File: src/rtl/cnn_sequencer_if.sv
// Handshake bundle between the inference sequencer and the
// conv/relu/pool/fc datapath plus the class-score mux.
interface cnn_sequencer_if #(
  parameter int PROB_W = 32
);
  logic              start;
  logic              conv_done;
  logic              relu_done;
  logic              pool_done;
  logic              fc_done;
  logic [PROB_W-1:0] prob_in;
  logic              conv_enable;
  logic              relu_enable;
  logic              pool_enable;
  logic              fc_enable;
  logic [3:0]        prob_sel;
  logic              busy;
  logic [3:0]        result;
  logic              result_valid;
  logic              timeout_err;
  logic [1:0]        err_stage;

  modport master (
    input  start, conv_done, relu_done,
    input  pool_done, fc_done, prob_in,
    output conv_enable, relu_enable,
    output pool_enable, fc_enable,
    output prob_sel, busy, result,
    output result_valid, timeout_err,
    output err_stage
  );

  modport slave (
    output start, conv_done, relu_done,
    output pool_done, fc_done, prob_in,
    input  conv_enable, relu_enable,
    input  pool_enable, fc_enable,
    input  prob_sel, busy, result,
    input  result_valid, timeout_err,
    input  err_stage
  );
endinterface

File: src/rtl/cnn_sequencer.sv
// Inference controller: steps conv->relu->pool->fc under a
// watchdog, then scans the class scores for the argmax.
module cnn_sequencer #(
  parameter int PROB_W    = 32,
  parameter int NUM_CLASS = 10,
  parameter int TIMEOUT   = 4096
) (
  input logic           clk,
  input logic           rst,
  cnn_sequencer_if.master bus
);
  localparam int CW = $clog2(TIMEOUT);
  localparam logic [CW-1:0] CNT_LAST = CW'(TIMEOUT - 1);
  localparam logic [3:0] SEL_LAST = 4'(NUM_CLASS - 1);

  typedef enum logic [2:0] {
    IDLE, CONV, RELU, POOL, FC, ARGMAX, DONE, ERR
  } state_e;

  state_e state_q, state_d;

  logic [CW-1:0]            cnt_q;
  logic [3:0]               sel_q;
  logic [3:0]               best_idx_q;
  logic [3:0]               result_q;
  logic signed [PROB_W-1:0] best_q;
  logic conv_en_q, relu_en_q;
  logic pool_en_q, fc_en_q;
  logic busy_q, rv_q, terr_q;
  logic [1:0] es_q;

  logic       in_stage;
  logic       stage_done;
  logic [1:0] stage_idx;
  logic       accept;
  logic       wd_fire;

  always_comb begin
    in_stage   = 1'b0;
    stage_done = 1'b0;
    stage_idx  = 2'd0;
    unique case (state_q)
      CONV: begin
        in_stage   = 1'b1;
        stage_done = bus.conv_done;
        stage_idx  = 2'd0;
      end
      RELU: begin
        in_stage   = 1'b1;
        stage_done = bus.relu_done;
        stage_idx  = 2'd1;
      end
      POOL: begin
        in_stage   = 1'b1;
        stage_done = bus.pool_done;
        stage_idx  = 2'd2;
      end
      FC: begin
        in_stage   = 1'b1;
        stage_done = bus.fc_done;
        stage_idx  = 2'd3;
      end
      default: ;
    endcase
  end

  assign accept = bus.start &&
    (state_q == IDLE || state_q == ERR);
  // A done on the last allowed cycle still wins.
  assign wd_fire = in_stage && !stage_done &&
    (cnt_q == CNT_LAST);

  always_comb begin
    state_d = state_q;
    unique case (state_q)
      IDLE, ERR: if (bus.start) state_d = CONV;
      CONV:
        if (stage_done)   state_d = RELU;
        else if (wd_fire) state_d = ERR;
      RELU:
        if (stage_done)   state_d = POOL;
        else if (wd_fire) state_d = ERR;
      POOL:
        if (stage_done)   state_d = FC;
        else if (wd_fire) state_d = ERR;
      FC:
        if (stage_done)   state_d = ARGMAX;
        else if (wd_fire) state_d = ERR;
      ARGMAX:
        if (sel_q == SEL_LAST) state_d = DONE;
      DONE: state_d = IDLE;
      default: state_d = IDLE;
    endcase
  end

  always_ff @(posedge clk or negedge rst) begin
    if (!rst) begin
      state_q    <= IDLE;
      cnt_q      <= '0;
      sel_q      <= '0;
      best_q     <= '0;
      best_idx_q <= '0;
      result_q   <= '0;
      conv_en_q  <= 1'b0;
      relu_en_q  <= 1'b0;
      pool_en_q  <= 1'b0;
      fc_en_q    <= 1'b0;
      busy_q     <= 1'b0;
      rv_q       <= 1'b0;
      terr_q     <= 1'b0;
      es_q       <= 2'd0;
    end else begin
      state_q <= state_d;
      cnt_q <= (in_stage && state_d == state_q) ?
        cnt_q + 1'b1 : '0;
      conv_en_q <= (state_d == CONV);
      relu_en_q <= (state_d == RELU);
      pool_en_q <= (state_d == POOL);
      fc_en_q   <= (state_d == FC);
      busy_q <= !(state_d == IDLE || state_d == ERR);
      sel_q <= (state_q == ARGMAX && state_d == ARGMAX) ?
        sel_q + 4'd1 : 4'd0;
      // Strict compare keeps the lowest index on ties.
      if (state_q == ARGMAX &&
          (sel_q == 4'd0 || $signed(bus.prob_in) > best_q)) begin
        best_q     <= $signed(bus.prob_in);
        best_idx_q <= sel_q;
      end
      rv_q <= (state_q == DONE);
      if (state_q == DONE)
        result_q <= best_idx_q;
      else if (accept)
        result_q <= 4'd0;
      if (accept) begin
        terr_q <= 1'b0;
        es_q   <= 2'd0;
      end else if (wd_fire) begin
        terr_q <= 1'b1;
        es_q   <= stage_idx;
      end
    end
  end

  assign bus.conv_enable  = conv_en_q;
  assign bus.relu_enable  = relu_en_q;
  assign bus.pool_enable  = pool_en_q;
  assign bus.fc_enable    = fc_en_q;
  assign bus.prob_sel     = sel_q;
  assign bus.busy         = busy_q;
  assign bus.result       = result_q;
  assign bus.result_valid = rv_q;
  assign bus.timeout_err  = terr_q;
  assign bus.err_stage    = es_q;
endmodule
File: src/flat_wrapper.sv
// flat-port wrapper written by rule: the top's interface ports become plain ports
module cnn_sequencer_flat 
#(
  parameter int PROB_W    = 32,
  parameter int NUM_CLASS = 10,
  parameter int TIMEOUT   = 4096
)
  (clk, rst, bus_start, bus_conv_done, bus_relu_done, bus_pool_done, bus_fc_done, bus_prob_in, bus_conv_enable, bus_relu_enable, bus_pool_enable, bus_fc_enable, bus_prob_sel, bus_busy, bus_result, bus_result_valid, bus_timeout_err, bus_err_stage);
  cnn_sequencer_if #(.PROB_W(PROB_W)) bus_i ();
  input logic clk;
  input logic rst;
  input wire logic [$bits(bus_i.start)-1:0] bus_start;
  input wire logic [$bits(bus_i.conv_done)-1:0] bus_conv_done;
  input wire logic [$bits(bus_i.relu_done)-1:0] bus_relu_done;
  input wire logic [$bits(bus_i.pool_done)-1:0] bus_pool_done;
  input wire logic [$bits(bus_i.fc_done)-1:0] bus_fc_done;
  input wire logic [$bits(bus_i.prob_in)-1:0] bus_prob_in;
  output wire logic [$bits(bus_i.conv_enable)-1:0] bus_conv_enable;
  output wire logic [$bits(bus_i.relu_enable)-1:0] bus_relu_enable;
  output wire logic [$bits(bus_i.pool_enable)-1:0] bus_pool_enable;
  output wire logic [$bits(bus_i.fc_enable)-1:0] bus_fc_enable;
  output wire logic [$bits(bus_i.prob_sel)-1:0] bus_prob_sel;
  output wire logic [$bits(bus_i.busy)-1:0] bus_busy;
  output wire logic [$bits(bus_i.result)-1:0] bus_result;
  output wire logic [$bits(bus_i.result_valid)-1:0] bus_result_valid;
  output wire logic [$bits(bus_i.timeout_err)-1:0] bus_timeout_err;
  output wire logic [$bits(bus_i.err_stage)-1:0] bus_err_stage;
  assign bus_i.start = bus_start;
  assign bus_i.conv_done = bus_conv_done;
  assign bus_i.relu_done = bus_relu_done;
  assign bus_i.pool_done = bus_pool_done;
  assign bus_i.fc_done = bus_fc_done;
  assign bus_i.prob_in = bus_prob_in;
  assign bus_conv_enable = bus_i.conv_enable;
  assign bus_relu_enable = bus_i.relu_enable;
  assign bus_pool_enable = bus_i.pool_enable;
  assign bus_fc_enable = bus_i.fc_enable;
  assign bus_prob_sel = bus_i.prob_sel;
  assign bus_busy = bus_i.busy;
  assign bus_result = bus_i.result;
  assign bus_result_valid = bus_i.result_valid;
  assign bus_timeout_err = bus_i.timeout_err;
  assign bus_err_stage = bus_i.err_stage;
  cnn_sequencer #(.PROB_W(PROB_W), .NUM_CLASS(NUM_CLASS), .TIMEOUT(TIMEOUT)) u_core (.clk(clk), .rst(rst), .bus(bus_i));
endmodule
File: config.mk
export PLATFORM = sky130hd
export DESIGN_NAME = cnn_sequencer_flat
export DESIGN_NICKNAME = d
export VERILOG_FILES = /design/src/rtl/cnn_sequencer_if.sv /design/src/rtl/cnn_sequencer.sv /design/src/flat_wrapper.sv
export SDC_FILE = /design/constraint.sdc
export NUM_CORES = 1
export LEC_CHECK = 0
export CELL_PAD_IN_SITES_DETAIL_PLACEMENT = 0
export CELL_PAD_IN_SITES_GLOBAL_PLACEMENT = 1
export CORE_UTILIZATION = 43
export CTS_CLUSTER_SIZE = 25
export DETAILED_ROUTE_END_ITERATION = 8
export GPL_ROUTABILITY_DRIVEN = 0
export PLACE_DENSITY_LB_ADDON = 0.3
export SLEW_MARGIN = 5
export SYNTH_ARGS = -nofsm -noshare
export SYNTH_HDL_FRONTEND = slang
export SYNTH_SLANG_ARGS = --single-unit
File: constraint.sdc
create_clock -name clk -period 3.55 [get_ports clk]
set_input_delay 0.71 -clock clk [delete_from_list [all_inputs] [get_ports clk]]
set_output_delay 0.71 -clock clk [all_outputs]
set_load 0.01 [all_outputs]
* After elaboration in Yosys (flattened, before gate mapping)
Cells that the tools add are included.
Storage, ports and cells: bits in latches 0, memories 0, memory bits (read-only) 0, register bits after elaboration 68, bits in writable memories 0, input bits 39, output and inout port bits 17, logic and storage cells 70
Operators by class: divide/modulo/power cells 0, multiply operators 0, $add $sub $neg 2, equality and inequality tests 16, muxes and demuxes 19, bitwise operators 0, magnitude comparators 1, reductions and logical operators 18, shift operators 0
Operator list (count):
- $gt 32x32->1 | 1
- $eq 3x3->1 const B | 7
- $mux 3 | 7
- $pmux 3 s7 | 1
- $add 12x1->12 const B | 1
- $eq 12x12->1 const B | 1
- $eq 3x2->1 const B | 4
- $mux 12 | 1
- $mux 4 | 3
- $eq 3x1->1 const B | 2
- $logic_and 1x1->1 | 6
- $logic_not 3->1 | 2
- $pmux 2 s3 | 1
- $add 4x1->4 const B | 1
- $eq 4x4->1 const B | 1
- $logic_not 4->1 | 1
- $mux 2 | 2
- $pmux 1 s4 | 1
- $reduce_bool 2->1 | 2
- $reduce_or 4->1 | 1
- $eq 3x3->1 | 1
- $logic_or 1x1->1 | 3
- $mux 1 | 3
- $logic_not 1->1 | 2
- $reduce_or 2->1 | 1

* Longest topological paths before layout
word-level depth 11, depth in mapped cells 11, gate-level depth less buffers 10

* Worst setup path after synthesis
OpenSTA, ideal clock, no wires.
kind input-to-reg, start point in bus_prob_in[1], end point reg u_core.best_idx_q[0], library setup time 0.125 ns, buffers on the path 1, required time 3.425 ns, cell stages on the path 10, slack 0.654 ns, data arrival time 2.771 ns, cells stage by stage ha_1 > nor2b_1 > o211ai_2 > a21oi_1 > o311a_1 > a21oi_1 > o32ai_2 > nor3_4 > buf_6 > mux2_4
Between the ends: word-level cells in the longest chain between the ends 3
RTL lines:
- start, declared | line flat_wrapper.sv:17 | input wire logic [$bits(bus_i.prob_in)-1:0] bus_prob_in;
- $gt 32x32->1 | line cnn_sequencer.sv:125 | (sel_q == 4'd0 || $signed(bus.prob_in) > best_q)) begin
- $logic_or 1x1->1 | line cnn_sequencer.sv:125
- $logic_and 1x1->1 | line cnn_sequencer.sv:124 | if (state_q == ARGMAX &&
- end signal, assigned | line cnn_sequencer.sv:127 | best_idx_q <= sel_q;
- end, declared | line cnn_sequencer.sv:24 | logic [3:0] best_idx_q;
No other way between the ends. A chain may end at the register's enable or synchronous reset.

* Final worst setup path
start point in bus_prob_in[17], end point reg u_core.best_q[4]
Between the ends: word-level cells in the longest chain between the ends 3
RTL lines:
- $gt 32x32->1 | line cnn_sequencer.sv:125
- $logic_or 1x1->1 | line cnn_sequencer.sv:125
- $logic_and 1x1->1 | line cnn_sequencer.sv:124
- end signal, assigned | line cnn_sequencer.sv:126 | best_q <= $signed(bus.prob_in);
- end, declared | line cnn_sequencer.sv:26 | logic signed [PROB_W-1:0] best_q;
No other way between the ends.

==> impl_results.md <==
* Synthesized area per cell at 10.5 um2
* Fmax at about 320 MHz
* Static leakage at 0.00233 uW
* Commonest cells after routing, fill and taps aside: dfrtp_1 (68), clkdlybuf4s50_1 (54), inv_1 (42)
* Root buf cell: clkbuf_8
* Slew Limit Fails at 0
* P&R area growth vs syn at 23.6%
* Worst path cell trace: clkdlybuf4s50_1 -> ha_1 -> a21o_1 -> nand3_1 -> a21oi_1 -> a2111oi_0 -> o21ai_0 -> nor2b_1 -> nor3_4 -> buf_12 -> mux2_2
* Slew @ Worst Pin at 0.627 ns
* Synthesis-stage register bit count at 68
* Post-route setup slack at 0.445 ns
* Inserted Diodes at 0
* WL final at 7620 um
* Wire per inst at 13.9 um
* Iter 0 DRT Violations at 73
* Total negative slack at 0 ns
* Final Cycle Share at 87.5%
* Final setup fails at 0
* Ys async rst share at 100%
* Io pins at 56
* # DRC at 0
* Unrepaired setup endpoints after global routing: false
* Initial antenna violation count at 0
* Sinks on the clock net at 68
* CORE AREA at between 8000 and 9000 um2
* Die Wd at 97.5 um
* Crit. End Element: register
* Worst setup SP type: input pin
* Most common cell after layout, fill and taps aside: dfrtp_1
* Post CTS Setup Buffer Count at 0
* Status: completed
* Synth area leaders: dfrtp_1 (43%), ha_1 (11%), mux2_4 (11%)
* Vias in the first global route at 2862
* Nets@finish at 509
* Global-route wire length before repair at about 13000 um
* Die area at 9500 um2
* ANT nets after route at 0
* Hold WS at 0.352 ns
* CP Data Required Time at 3.77 ns
* WS Path Type: in -> reg
* Clock skew at 0.0129 ns
* First-pass DRT Iterations at 4
* Hold_buf cts at 0
* Non-filler cells, final at around 550
* Final Critical Period at 3.10 ns
* Max Cap Violations at 0
* Cell Area, Synth at between 3000 and 4000 um2
* Pwr dens at 806 nW/um2
* Multi-input gate area at roughly 2000 um2
* IO buf count at 55
* Pre-CTS setup slack at 0.125 ns
* H-tree Lvls at 3
* Vias per inst at roughly 5.2
* Post-DP HPWL at 5410 um
* Initial Util at 44.7%
* Final hold violations at 0
* Worst Path Arrival at around 3.3 ns
* Worst Path Buf+Inv at 2
* Die height at a little under 100 um
* EDFF count, synth at 0
* Crit path max-delay family: compound AO/OA/AOI/OAI gates
* Crit-path slowest cell: clkdlybuf4s50_1
* Synth Flop Type: dfrtp_1
* Yosys cell types at 47
* Syn Nets at 449
* Max clock buf depth at 2
* Synth warn at 0
* Reg area at 1700 um2
* Fillers at 805
* DP Cell Count at roughly 530
* CTS buffer count at 9
* CP Max Fanout at 28
* Vias at 2841
* Hold Crit Class: in -> async
* Clk pin slew, worst setup/hold paths at 0.08 ns
* Maximum vdd drop at 0.000445 V
* Share of the synthesized area in the top cell type at between 40% and 50%
* Post-synth top area cell: dfrtp_1
* Mapped Cells at 374
* Layout cells sized above 1 at 14.8%
* CP peak stage delay at 0.42 ns
* Slew headroom at 58.2%
* Largest net degree at the start of global routing at 46
* GRT Util Overall at ~17%
* Clk Latency, worst-skew pair at approximately 0.34 ns
* Sequential share of the synthesized area at 43.4%
* Num rows at 34
* GRT overflow at 0
* Resized cells post-CTS at 0
* TritonCTS clock tree: built
cell type report:
class / count / area share [%]
inverters: 42 / 3.25
clock inverters: 5 / 2.22
repair buffers: 60 / 12.3
clock buffers: 11 / 3.12
well taps: 108 / 2.79
flip-flops and latches: 68 / 35.1
multi-input cells: 253 / 41.2
through the flow:
stage	area [um2]	total power (uW)	utilization, %
final	4840	3900	55.3
after global placement	4590	3060	52.3
after CTS	4840	3950	55.3
after global routing	4840	4230	55.3
after detailed placement	4590	3100	52.3
after floorplan	3920	2670	-
final timing paths:
kind	from	end	slack, ns	cells past startpoint
worst max-delay path	bus_prob_in[17]	u_core.best_q[4]	0.45	11
worst min-delay path	rst	u_core.cnt_q[8]	0.35	2
worst max register to register	u_core.best_q[17]	u_core.best_q[4]	0.88	11
worst min register to register	u_core.bus.timeout_err	u_core.bus.timeout_err	0.49	2
max in group asynchronous	rst	u_core.best_q[18]	2.66	2
min in group clk	u_core.bus.timeout_err	u_core.bus.timeout_err	0.49	2
cell usage after synthesis (2+ instances only):
| library cell | number |
|---|---|
| clkbuf_1 | 6 |
| and4_1 | 2 |
| nor3_1 | 7 |
| o22ai_1 | 2 |
| nor2b_1 | 2 |
| nand4_1 | 8 |
| and3_1 | 3 |
| xor2_1 | 8 |
| a31oi_1 | 2 |
| xnor2_1 | 5 |
| nand2_1 | 23 |
| inv_1 | 42 |
| mux2_4 | 30 |
| buf_6 | 3 |
| ha_1 | 36 |
| nand3_1 | 11 |
| dfrtp_1 | 68 |
| o21ai_0 | 15 |
| mux2_2 | 7 |
| a311oi_1 | 5 |
| a21oi_1 | 25 |
| nor2_1 | 39 |
per-layer routing:
metal	vias up	routed length, um	track usage [%]	share of wire (%)
met5	-	0	0	0
met4	0	93	5.20	1.2
met3	9	383	5.11	5.0
met2	63	3560	28.0	47
met1	1343	3590	22.6	47
li1	1426	-	-	-
where the power goes:
group	internal [uW]	leakage, uW	switching (uW)	total [uW]
Clock	508	0.000130	309	816
Combinational	963	0.00134	840	1800
Sequential	1050	0.000862	234	1280
flip-flops by register name, summed over array words and instances, names as in the netlist:
name,count
u_core.bus.prob_sel,4
u_core.bus.result_valid,1
u_core.bus.conv_enable,1
u_core.state_q,3
u_core.best_idx_q,4
u_core.bus.err_stage,2
u_core.bus.timeout_err,1
u_core.cnt_q,12
u_core.best_q,32
u_core.bus.relu_enable,1
u_core.bus.fc_enable,1
u_core.bus.busy,1
u_core.bus.result,4
u_core.bus.pool_enable,1
cells by family after synthesis:
kind of cell	Yosys count	synth area share, %
xor gates and xnor gates	13	2.90
buffers and inverters	53	5.68
and+or+nand+nor	103	12.7
muxes	37	13.5
AOI/OAI and AO/OA	64	10.3
DFF	68	43.4
adders and majority gates	36	11.5
worst reg2reg max path, delay by kind of cell (launching register included):
family	cells	cell delay, ns
buffers and inverters	2	0.30
muxes	1	0.38
adders and majority gates	1	0.29
AOI/OAI and AO/OA	4	0.80
DFF	1	0.35
and+or+nand+nor	3	0.43
Power figures use the tool's default switching activity.
